**src/rtl/alu_arbiter.sv**
```systemverilog
// Purpose: shares one 8-bit alu_all between two requesters (round-robin or fixed priority).
// Latency: accept in cycle T, rsp_valid from T+2; next accept no earlier than T+3.
// Backpressure: the response is held in RESP while rsp_ready=0; requests are refused until it drains.

module alu_all (
    input  logic [7:0] a,
    input  logic [7:0] b,
    input  logic       cin,
    input  logic [1:0] sel,
    output logic [7:0] out,
    output logic       cout
);
    // Subtract reports borrow in cout: bit 8 of the 9-bit difference is set when a-b-cin < 0.
    always_comb begin
        out  = '0;
        cout = 1'b0;
        case (sel)
            2'b00: {cout, out} = {1'b0, a} + {1'b0, b} + {8'b0, cin};
            2'b01: {cout, out} = {1'b0, a} - {1'b0, b} - {8'b0, cin};
            2'b10: out = a & b;
            2'b11: out = a | b;
        endcase
    end
endmodule

module alu_arbiter #(
    parameter int CNT_W     = 16,
    parameter bit FIXED_PRI = 1'b0
) (
    input  logic             clk,
    input  logic             rst_n,
    input  logic             req0_valid,
    output logic             req0_ready,
    input  logic [7:0]       req0_a,
    input  logic [7:0]       req0_b,
    input  logic             req0_cin,
    input  logic [1:0]       req0_sel,
    input  logic             req1_valid,
    output logic             req1_ready,
    input  logic [7:0]       req1_a,
    input  logic [7:0]       req1_b,
    input  logic             req1_cin,
    input  logic [1:0]       req1_sel,
    output logic             rsp_valid,
    input  logic             rsp_ready,
    output logic             rsp_id,
    output logic [7:0]       rsp_out,
    output logic             rsp_cout,
    output logic             busy,
    output logic [CNT_W-1:0] op_count
);
    typedef enum logic [1:0] {IDLE, EXEC, RESP} state_t;

    typedef struct packed {
        logic       id;
        logic [1:0] sel;
        logic       cin;
        logic [7:0] b;
        logic [7:0] a;
    } op_t;

    state_t state, state_nxt;
    op_t    op_q, op_sel;
    logic   last_grant;
    logic   gnt_vld, gnt_id;
    logic [7:0] alu_out;
    logic       alu_cout;

    // Ready is combinational from valid, so it is gated by reset and by the IDLE state.
    always_comb begin
        gnt_vld = 1'b0;
        gnt_id  = 1'b0;
        if (rst_n && state == IDLE) begin
            if (req0_valid && req1_valid) begin
                gnt_vld = 1'b1;
                gnt_id  = FIXED_PRI ? 1'b0 : ~last_grant;
            end else if (req0_valid) begin
                gnt_vld = 1'b1;
                gnt_id  = 1'b0;
            end else if (req1_valid) begin
                gnt_vld = 1'b1;
                gnt_id  = 1'b1;
            end
        end
    end

    assign req0_ready = gnt_vld & ~gnt_id;
    assign req1_ready = gnt_vld &  gnt_id;

    always_comb begin
        op_sel = gnt_id ? op_t'{id: 1'b1, sel: req1_sel, cin: req1_cin, b: req1_b, a: req1_a}
                        : op_t'{id: 1'b0, sel: req0_sel, cin: req0_cin, b: req0_b, a: req0_a};
    end

    always_comb begin
        state_nxt = state;
        case (state)
            IDLE:    if (gnt_vld) state_nxt = EXEC;
            EXEC:    state_nxt = RESP;
            RESP:    if (rsp_ready) state_nxt = IDLE;
            default: state_nxt = IDLE;
        endcase
    end

    assign rsp_valid = (state == RESP);
    assign busy      = (state != IDLE);

    alu_all u_alu (
        .a    (op_q.a),
        .b    (op_q.b),
        .cin  (op_q.cin),
        .sel  (op_q.sel),
        .out  (alu_out),
        .cout (alu_cout)
    );

    always_ff @(posedge clk) begin
        if (!rst_n) begin
            state      <= IDLE;
            last_grant <= 1'b1;
            op_q       <= '0;
            rsp_id     <= 1'b0;
            rsp_out    <= '0;
            rsp_cout   <= 1'b0;
            op_count   <= '0;
        end else begin
            state <= state_nxt;
            if (gnt_vld) begin
                op_q       <= op_sel;
                last_grant <= gnt_id;
            end
            if (state == EXEC) begin
                rsp_out  <= alu_out;
                rsp_cout <= alu_cout;
                rsp_id   <= op_q.id;
            end
            if (state == RESP && rsp_ready && op_count != {CNT_W{1'b1}})
                op_count <= op_count + {{(CNT_W-1){1'b0}}, 1'b1};
        end
    end
endmodule

```
**config.mk**
```make
export PLATFORM = sky130hd
export DESIGN_NAME = alu_arbiter
export DESIGN_NICKNAME = d
export VERILOG_FILES = /design/src/rtl/alu_arbiter.sv
export SDC_FILE = /design/constraint.sdc
export NUM_CORES = 1
export LEC_CHECK = 0
export BUFFER_PORTS_ARGS = -buffer_cell sky130_fd_sc_hd__buf_2
export CORE_AREA = 4 4 97 99
export DETAILED_ROUTE_END_ITERATION = 6
export DIE_AREA = 0 0 101 103
export GPL_TIMING_DRIVEN = 0
export SLEW_MARGIN = 20
export SYNTH_ARGS = -nofsm -noshare
export SYNTH_HDL_FRONTEND = slang
export SYNTH_SLANG_ARGS = --single-unit
```
**constraint.sdc**
```tcl
create_clock -name clk -period 5.03 [get_ports clk]
set_input_delay 0.7545 -clock clk [delete_from_list [all_inputs] [get_ports clk]]
set_output_delay 0.7545 -clock clk [all_outputs]
set_load 0.1 [all_outputs]
```
==> qor.yml <==
clock_tree:
  cts_buffers: 5
  cts_hold_buf: 0
  path_clk_slew_ps: 100
  cts_root_buf: "clkbuf_8"
  cts_tree: "built"
  ctsHtreeMaxLevel: 2
  clock_latency_ps: 310
  cts_setup_buffers: 0
  cts_max_path_buffers: 2
  clock_sinks: 49
  cts_resized: 0
synthesis:
  syn_inst: 402
  yosysWarnings: 0
  synth_top_cells_by_count: "dfxtp_1, nand2_1, inv_1"
  synth.area.top_cells: "dfxtp_1, ha_1, a21boi_0"
  synth_edf_count: 0
  synth_top_area_frac: 0.292
  ys_seq_area_frac: 0.292
  synth_top_cell_by_area: "dfxtp_1"
  syn-cell-area_mm2: 0.00336
  ys_ff_latch: 49
  ys.flop_type: "dfxtp_1"
  synth.distinct_cells: 57
  postSynth.asyncResetShare: 0
  synth_most_common_cell: "dfxtp_1"
  synthesis.nets: 480
  syn_area_per_cell_um2: 8.37
placed_design:
  gp_congestion: 0.850
  dpl_cell_area_mm2: 0.00386
  place_hpwl_mm: 7.34
  dp_worst_setup_slack_ps: 1810
  io_buffers: 72
  place_inst: 582
final_layout:
  final_cell_area_mm2: 0.00400
  nets: 559
  area_growth_pct: 18.8
  drive_gt1_frac: 0.205
  num-fill-cells: 871
  post-route-util: 0.467
  final_cells: 590
  multiInputGateArea_mm2: 0.00218
  ff_latch_area_um2: 981
  num_antenna_cells: 0
global_routing:
  grt_pass1_wl_mm: 15.0
  grt_start_max_net_pins: 17
  antenna_found_initial: 0
  grtUsageTotal: 0.182
  first_global_vias: 2977
  grt_overflow_total: 0
drt:
  route.antenna.remaining_nets: 0
  wl_per_cell_um: 15.7
  vias_per_cell: 5.33
  drt_pre_antenna_iters: 4
  finalWirelength_mm: 9.27
  drtIter0Drc: 113
  via_count: 3146
  drcViolationCount: 0
worst_setup_path:
  required_ps: 4280
  critPathMaxStageDelay_ps: 470
  path_class: "in2out"
  reg2reg_to: "rsp_out[5]$_SDFFE_PN0N_"
  end_kind: "output port"
  setup.worst_path.start: "rst_n"
  cp-endpoint: "req1_ready"
  rr_worst_depth: 8
  cp_cell_sequence: "buf_2 -> nor3b_1 -> and3_1 -> clkbuf_1 -> buf_2 -> buf_2"
  worst_path_most_repeated_cell: "buf_2"
  start_kind: "input port"
  r2r-start: "op_q[3]$_SDFFE_PN0P_"
  crit_fanout: 10
  worst_path_max_delay_cell: "buf_2"
  reg2reg_slack_ps: 2390
  arrival_ps: 2420
min_path:
  min_path_type: "reg2reg"
  hold_start: "rsp_id$_SDFFE_PN0N_"
  whs_path_depth: 2
floorplanning:
  num_rows: 34
  die_y_um: 103
  die_x_um: 101
  fp.dieArea_mm2: 0.0104
  ioPinCount: 73
  initial_core_util: 0.393
  core_mm2: 0.00855
timing:
  setup_viol: 0
  fin_skew_ps: 9.98
  slew_headroom: 0.473
  slew_violations: 0
  hold_viol_final: 0
  finalCritPeriodShare: 0.632
  worstMarginPinSlew_ps: 770
  rsz0062_at_grt: "false"
  fin_tns_setup_ps: 0
  holdWs_ps: 482
  fin_ws_ps: 1850
  fmax_ghz: 0.315
  min_period_ps: 3180
pwr:
  ir_worst_vdd_uv: 140
  power_density_mw_per_mm2: 290
  power_mw: 1.16
  leakage_nw: 1.80
job:
  drv_cap: 0
run_status:
  status: "finished, final reports clean"
-- worst max-delay path: cells and delay by family --
kind,cells,cell delay (ps)
buffers and inverters,4,1080
AND/OR/NAND/NOR,2,580
-- cell families after synthesis --
| family | after synthesis | share of synthesized area |
|---|---|---|
| AND/OR/NAND/NOR | 141 | 0.227 |
| AO/OA/AOI/OAI | 102 | 0.212 |
| buffers and inverters | 52 | 0.0606 |
| flip-flops | 49 | 0.292 |
| adder cells (fa/ha/maj) | 35 | 0.139 |
| XOR/XNOR | 18 | 0.0469 |
| multiplexers | 5 | 0.0227 |
-- cell type report --
type	count	area share
Tap cell	108	0.0338
Timing Repair Buffer	72	0.0902
Sequential cell	49	0.245
Inverter	34	0.0319
Clock buffer	5	0.0172
Multi-Input combinational cell	301	0.545
Buffer	18	0.0191
Clock inverter	3	0.0172
-- how the worst min path moves through the flow --
stage | endpoint | slack [ps]
final | rsp_id$_SDFFE_PN0N_ | 480
after global routing | rsp_id$_SDFFE_PN0N_ | 500
after CTS | last_grant$_SDFFE_PN1P_ | 480
after detailed placement | last_grant$_SDFFE_PN1P_ | 460
after global placement | last_grant$_SDFFE_PN1P_ | 460
after floorplan | last_grant$_SDFFE_PN1P_ | 440
-- cells in the final DEF, fill, tap and decap left out, drive strengths merged, types with 3 or more instances in the layout --
| cell | netlist | layout |
|---|---|---|
| o21ai | 20 | 20 |
| nand4 | 6 | 6 |
| nor2b | 12 | 12 |
| inv | 34 | 35 |
| and2 | 9 | 9 |
| dfxtp | 49 | 49 |
| clkbuf | 10 | 15 |
| a21oi | 10 | 10 |
| a31oi | 3 | 3 |
| buf | 8 | 80 |
| or3 | 5 | 5 |
| nor4 | 4 | 4 |
| a21boi | 22 | 22 |
| nor2 | 16 | 16 |
| nor3 | 13 | 13 |
| o21a | 5 | 5 |
| nor3b | 4 | 4 |
| a22oi | 19 | 19 |
| xnor2 | 9 | 9 |
| o211a | 3 | 3 |
| ha | 31 | 31 |
| fa | 4 | 4 |
| and3 | 3 | 3 |
| xor2 | 9 | 9 |
| a2111oi | 3 | 3 |
| and4 | 3 | 3 |
| nand2b | 4 | 4 |
| o211ai | 5 | 5 |
| nand2 | 40 | 40 |
| nand3 | 13 | 13 |
| or2 | 4 | 4 |
-- report_power, final --
| group | leakage, nW | internal, mW | total, mW | switching, mW |
|---|---|---|---|---|
| registers | 0.399 | 0.411 | 0.435 | 0.0234 |
| clock network | 0.0687 | 0.200 | 0.347 | 0.147 |
| logic | 1.33 | 0.132 | 0.379 | 0.247 |
| total | 1.80 | 0.744 | 1.16 | 0.417 |
-- metal layers --
layer	GRT usage	share of wire
met1	0.250	0.48
met2	0.293	0.45
met3	0.0359	0.056
met4	0.0491	0.013
met5	0	0
-- sequential cells by signal, indices dropped and copies added (netlist names) --
register	cells
op_q	20
state	2
op_count	16
last_grant	1
rsp_cout	1
rsp_id	1
rsp_out	8
Power figures use the tool's default switching activity.
